===== src/rtl/cmult_feeder.sv =====
// Issue stage for the complex multiplier: buffers I/Q samples and pairs each with a per-subcarrier
// coefficient, one multiplication in flight at a time. Optional feature macro: CMULT_FEEDER_CONJ_EN.
module cmult_feeder #(
  parameter int SIZE_DATA  = 16,
  parameter int FIFO_DEPTH = 8,
  parameter int N_SUBCARR  = 64,
  parameter int ADDR_W     = 6,
  parameter int TIMEOUT    = 15
) (
  input  logic                        clk,
  input  logic                        rst,
  input  logic                        in_valid,
  output logic                        in_ready,
  input  logic signed [SIZE_DATA-1:0] in_i,
  input  logic signed [SIZE_DATA-1:0] in_q,
  input  logic                        in_last,
  input  logic                        coef_we,
  input  logic [ADDR_W-1:0]           coef_waddr,
  input  logic signed [SIZE_DATA:0]   coef_wdata_i,
  input  logic signed [SIZE_DATA:0]   coef_wdata_q,
`ifdef CMULT_FEEDER_CONJ_EN
  input  logic                        coef_conj,
`endif
  output logic                        mult_en,
  output logic signed [SIZE_DATA-1:0] mult_d1_i,
  output logic signed [SIZE_DATA-1:0] mult_d1_q,
  output logic signed [SIZE_DATA:0]   mult_d2_i,
  output logic signed [SIZE_DATA:0]   mult_d2_q,
  input  logic                        mult_valid,
  output logic                        busy,
  output logic                        symbol_done,
  output logic                        timeout_err
);
  localparam int PTR_W = (FIFO_DEPTH > 1) ? $clog2(FIFO_DEPTH) : 1;
  localparam int CNT_W = PTR_W + 1;
  localparam int TMR_W = $clog2(TIMEOUT + 1);
  localparam int CW    = SIZE_DATA + 1;

  typedef enum logic [1:0] {S_IDLE, S_LOAD, S_ISSUE, S_WAIT} state_t;

  state_t                state_q, state_d;
  logic [PTR_W-1:0]      wr_ptr_q, wr_ptr_d;
  logic [PTR_W-1:0]      rd_ptr_q, rd_ptr_d;
  logic [CNT_W-1:0]      count_q, count_d;
  logic [ADDR_W-1:0]     subc_q, subc_d;
  logic [TMR_W-1:0]      timer_q, timer_d;
  logic                  last_q, last_d;
  logic                  timeout_err_q, timeout_err_d;
  logic signed [SIZE_DATA-1:0] d1_re_q, d1_re_d, d1_im_q, d1_im_d;
  logic signed [CW-1:0]        d2_re_q, d2_re_d, d2_im_q, d2_im_d;

  logic signed [SIZE_DATA-1:0] fifo_re   [FIFO_DEPTH];
  logic signed [SIZE_DATA-1:0] fifo_im   [FIFO_DEPTH];
  logic                        fifo_last [FIFO_DEPTH];
  logic signed [CW-1:0]        coef_re_ram [2**ADDR_W];
  logic signed [CW-1:0]        coef_im_ram [2**ADDR_W];
  logic signed [CW-1:0]        coef_rd_re_q, coef_rd_im_q;
  logic signed [CW-1:0]        coef_im_eff;

  logic push, pop, coef_rd_en, wait_exit;

  assign in_ready    = (count_q != CNT_W'(FIFO_DEPTH));
  assign busy        = (state_q != S_IDLE) || (count_q != '0);
  assign timeout_err = timeout_err_q;
  assign mult_d1_i   = d1_re_q;
  assign mult_d1_q   = d1_im_q;
  assign mult_d2_i   = d2_re_q;
  assign mult_d2_q   = d2_im_q;

`ifdef CMULT_FEEDER_CONJ_EN
  localparam logic signed [CW-1:0] COEF_MIN = {1'b1, {SIZE_DATA{1'b0}}};
  localparam logic signed [CW-1:0] COEF_MAX = {1'b0, {SIZE_DATA{1'b1}}};

  // Negating the most negative coefficient would overflow; clamp it to the positive maximum.
  always_comb begin
    coef_im_eff = coef_rd_im_q;
    if (coef_conj) begin
      coef_im_eff = (coef_rd_im_q == COEF_MIN) ? COEF_MAX : -coef_rd_im_q;
    end
  end
`else
  assign coef_im_eff = coef_rd_im_q;
`endif

  always_ff @(posedge clk) begin
    if (push) begin
      fifo_re[wr_ptr_q]   <= in_i;
      fifo_im[wr_ptr_q]   <= in_q;
      fifo_last[wr_ptr_q] <= in_last;
    end
  end

  // Registered read sees the pre-write contents on an address collision.
  always_ff @(posedge clk) begin
    if (coef_we) begin
      coef_re_ram[coef_waddr] <= coef_wdata_i;
      coef_im_ram[coef_waddr] <= coef_wdata_q;
    end
    if (coef_rd_en) begin
      coef_rd_re_q <= coef_re_ram[subc_q];
      coef_rd_im_q <= coef_im_ram[subc_q];
    end
  end

  always_comb begin
    state_d       = state_q;
    wr_ptr_d      = wr_ptr_q;
    rd_ptr_d      = rd_ptr_q;
    count_d       = count_q;
    subc_d        = subc_q;
    timer_d       = timer_q;
    last_d        = last_q;
    timeout_err_d = timeout_err_q;
    d1_re_d       = d1_re_q;
    d1_im_d       = d1_im_q;
    d2_re_d       = d2_re_q;
    d2_im_d       = d2_im_q;
    push          = in_valid && in_ready;
    pop           = 1'b0;
    coef_rd_en    = 1'b0;
    mult_en       = 1'b0;
    symbol_done   = 1'b0;
    wait_exit     = 1'b0;

    case (state_q)
      S_IDLE: begin
        if (count_q != '0) begin
          pop        = 1'b1;
          coef_rd_en = 1'b1;
          d1_re_d    = fifo_re[rd_ptr_q];
          d1_im_d    = fifo_im[rd_ptr_q];
          last_d     = fifo_last[rd_ptr_q];
          state_d    = S_LOAD;
        end
      end
      S_LOAD: begin
        d2_re_d = coef_rd_re_q;
        d2_im_d = coef_im_eff;
        state_d = S_ISSUE;
      end
      S_ISSUE: begin
        mult_en = 1'b1;
        timer_d = TMR_W'(1);
        state_d = S_WAIT;
      end
      S_WAIT: begin
        // timer_q counts WAIT cycles including the current one; a result on the last allowed cycle wins.
        if (mult_valid) begin
          wait_exit   = 1'b1;
          symbol_done = last_q;
        end else if (timer_q == TMR_W'(TIMEOUT)) begin
          wait_exit     = 1'b1;
          timeout_err_d = 1'b1;
        end else begin
          timer_d = timer_q + 1'b1;
        end
      end
      default: state_d = S_IDLE;
    endcase

    if (wait_exit) begin
      state_d = S_IDLE;
      if (last_q || (subc_q == ADDR_W'(N_SUBCARR - 1))) begin
        subc_d = '0;
      end else begin
        subc_d = subc_q + 1'b1;
      end
    end

    if (push) wr_ptr_d = wr_ptr_q + 1'b1;
    if (pop)  rd_ptr_d = rd_ptr_q + 1'b1;
    if (push && !pop) begin
      count_d = count_q + 1'b1;
    end else if (pop && !push) begin
      count_d = count_q - 1'b1;
    end
  end

  always_ff @(posedge clk) begin
    if (rst) begin
      state_q       <= S_IDLE;
      wr_ptr_q      <= '0;
      rd_ptr_q      <= '0;
      count_q       <= '0;
      subc_q        <= '0;
      timer_q       <= '0;
      last_q        <= 1'b0;
      timeout_err_q <= 1'b0;
      d1_re_q       <= '0;
      d1_im_q       <= '0;
      d2_re_q       <= '0;
      d2_im_q       <= '0;
    end else begin
      state_q       <= state_d;
      wr_ptr_q      <= wr_ptr_d;
      rd_ptr_q      <= rd_ptr_d;
      count_q       <= count_d;
      subc_q        <= subc_d;
      timer_q       <= timer_d;
      last_q        <= last_d;
      timeout_err_q <= timeout_err_d;
      d1_re_q       <= d1_re_d;
      d1_im_q       <= d1_im_d;
      d2_re_q       <= d2_re_d;
      d2_im_q       <= d2_im_d;
    end
  end

endmodule


===== config.mk =====
export PLATFORM = sky130hd
export DESIGN_NAME = cmult_feeder
export DESIGN_NICKNAME = d
export VERILOG_FILES = /design/src/rtl/cmult_feeder.sv
export SDC_FILE = /design/constraint.sdc
export NUM_CORES = 2
export LEC_CHECK = 0
export CORE_MARGIN = 10
export CORE_UTILIZATION = 45
export DETAILED_ROUTE_END_ITERATION = 8
export PLACE_DENSITY_LB_ADDON = 0.2
export SLEW_MARGIN = 20
export SYNTH_ARGS = -nofsm -noshare
export SYNTH_HDL_FRONTEND = slang
export SYNTH_SLANG_ARGS = --single-unit

===== constraint.sdc =====
create_clock -name clk -period 7.24 [get_ports clk]
set_input_delay 2.172 -clock clk [delete_from_list [all_inputs] [get_ports clk]]
set_output_delay 2.172 -clock clk [all_outputs]
set_load 0.02 [all_outputs]

==> impl_metrics.csv <==
group,metric,value,unit
timing,hold_slack,0.470,ns
route,ant_nets,0,
timing,setup_violations,0,
layout,fin_area,112000,um^2
logic_synthesis,synth_area_leader_cell,"edfxtp_1",
logic_synthesis,synth.most_common_cell,"edfxtp_1",
route,num_vias,46778,
timing,worst_pin_slew,1.24,ns
place,postPlaceCellArea,104000,um^2
clock_network,htree_levels,5,
place,post-place-ws,1.58,ns
worst_setup_path,startpoint_type,"input port",
floorplanning,initial_utilization,45.2,%
layout,areaGrowthSynthToFinish,14.8,%
timing,rsz0062_at_grt,"no",
timing,clock_skew,0.0495,ns
logic_synthesis,syn_nets,4495,
clock_network,clkTransAtPathRegs,0.06,ns
floorplanning,die_h,487,um
route,dr_wl_met3,20300,um
clock_network,cts_tree,"done",
worst_setup_path,path_class,"in2out",
global_routing,grt_pass1_wl,360000,um
route,wl,253000,um
route,route.detailed.drc,0,
floorplanning,rows,171,
place,dp_hpwl,152000,um
layout,nNetsFinal,4838,
hold_path,hold_path_class,"reg2reg",
layout,final_cell_count_no_fill,7811,
place,dp.cells,7315,
route,wl_per_cell,32.4,um
logic_synthesis,yosysSeqAreaShare,77.7,%
logic_synthesis,ys_types,53,
clock_network,cts_buffers,284,
logic_synthesis,ys_seq_elements,2564,
clock_network,root_buffer,"clkbuf_16",
timing,hold_viol,0,
hold_path,whs_path_depth,2,
global_routing,grt_usage,21.1,%
clock_network,clkLatencyLatePin,0.92,ns
power,leakage,33.9,nW
logic_synthesis,synth-async-reset-ratio,0,%
timing,fin_ws,1.58,ns
worst_setup_path,crit_fanout,5,
floorplanning,coreArea,217000,um^2
floorplanning,die_w,487,um
timing,slew_violations,0,
route,dr.max_layer_used,"met5",
global_routing,grt_pass1_vias,46378,
layout,drive_above_1_share,27.5,%
clock_network,postCtsSetupBuffers,0,
timing,finalCritPeriodShare,78.1,%
place,gp_congestion,0.870,
clock_network,cts_resized,0,
floorplanning,dieArea,237000,um^2
timing,clock.fmax,177,MHz
clock_network,clockBufferDepth,4,
worst_setup_path,critPathRequiredTime,5.07,ns
global_routing,antenna_found_initial,34,
logic_synthesis,synthesis.area,97900,um^2
global_routing,grt_overflow,0,
logic_synthesis,synth_cells,4405,
logic_synthesis,ys_top_cells_by_area,"edfxtp_1 76%, mux4_2 13%, mux2i_1 2.3%, dfxtp_1 1.8%, mux2_2 1.5%",
place,portBuffers,148,
clock_network,clock_sinks,2564,
worst_setup_path,arrival,3.49,ns
logic_synthesis,yosys.area.top_type_share,75.8,%
run_status,status,"finished, final reports clean",
floorplanning,io-pin-count,149,
worst_setup_path,reg2reg_depth,5,
global_routing,grt_max_degree,116,
clock_network,cts_hold_buf,0,
logic_synthesis,synthTopCellsByCount,"2474 x edfxtp_1, 568 x mux4_2, 225 x mux2i_1",
route,dr_wl_met2,119000,um
logic_synthesis,synth_edf_count,2474,
logic_synthesis,ys.flop_type,"edfxtp_1",
power,vdd_drop_max,0.279,mV
timing,setup-tns-final,0,ns
timing,relSlewSlack,16.6,%
route,wl_met1,106000,um
run,max-cap-violations,0,
worst_setup_path,critPathCaptureType,"primary output",
power,power.density,297,nW/um^2
logic_synthesis,syn_avg_cell_area,22.2,um^2
route,drtIter0Drc,5513,
route,dr.pass1.iters,6,
logic_synthesis,yosys_warnings,0,
route,vias_per_cell,5.99,
timing,layout_min_cycle_time,5.66,ns
-- state kept, by name, indices dropped and copies added, names as in the netlist, 2 cells and up --
name	cells
mult_d1_i	16
count_q	4
coef_re_ram	1088
fifo_im	128
timer_q	4
fifo_re	128
mult_d1_q	16
coef_rd_re_q	17
mult_d2_i	17
rd_ptr_q	3
fifo_last	8
wr_ptr_q	3
mult_d2_q	17
subc_q	6
coef_im_ram	1088
coef_im_eff	17
state_q	2
-- cell type report --
type,count,area [um^2]
tap,2854,3570
antenna,11,27.5
clock inverter,120,1070
inverter,8,32.5
clock buffer,364,7700
fill,16744,104000
timing repair buffer,294,2940
sequential,2564,76100
multi-input combinational,1596,21000
-- layer usage --
metal / GRT usage (%) / vias to the layer above
li1: - / 19263
met1: 30.1 / 25262
met2: 32.8 / 1855
met3: 4.52 / 388
met4: 6.64 / 10
met5: 0 / -
-- metrics by stage --
step	total power [mW]	util (%)
final	33.4	51.9
after global routing	34.5	51.9
after CTS	33.7	51.9
after detailed placement	20.0	47.8
after global placement	20.0	47.6
after floorplan	18.8	-
-- power breakdown --
group / switching [mW] / leakage, nW / internal [mW]
Sequential: 0.268 / 23.0 / 16.7
Clock: 5.58 / 4.29 / 8.16
Combinational: 1.59 / 6.52 / 1.08
-- cell families after synthesis --
kind of cell | count (synthesis) | share of synthesized area [%]
XOR/XNOR | 13 | 0.116
AO/OA/AOI/OAI | 288 | 2.13
adder cells (fa/ha/maj) | 12 | 0.161
buffers and inverters | 245 | 1.41
AND/OR/NAND/NOR | 359 | 1.64
flip-flops | 2564 | 77.7
multiplexers | 924 | 16.9
-- placed cells by master, fill, tap and decap left out, types with 52 or more instances in the layout --
cell type,instances
o21ai_0,52
buf_4,144
a22oi_1,72
dfxtp_1,83
mux4_2,568
nor2_4,63
mux2_2,131
nand2_1,55
mux2i_1,225
clkdlybuf4s50_1,113
clkbuf_16,295
edfxtp_1,2474
nor2_1,109
clkbuf_1,63
-- worst paths after layout --
check / startpoint / slack, ns / to
setup / recovery: mult_valid / 1.58 / symbol_done
setup reg to reg: subc_q[0]$_SDFFE_PP0P_ / 2.85 / coef_im_eff[15]$_DFFE_PP_
hold / removal: coef_im_eff[4]$_DFFE_PP_ / 0.47 / mult_d2_q[4]$_SDFFE_PP0N_
hold reg to reg: coef_im_eff[4]$_DFFE_PP_ / 0.47 / mult_d2_q[4]$_SDFFE_PP0N_
-- critical path, stage by stage --
cell and delay (ns):
clkdlybuf4s50_1 0.54, and3_1 0.17, clkdlybuf4s50_1 0.60
(Power assumes the default switching activity.)
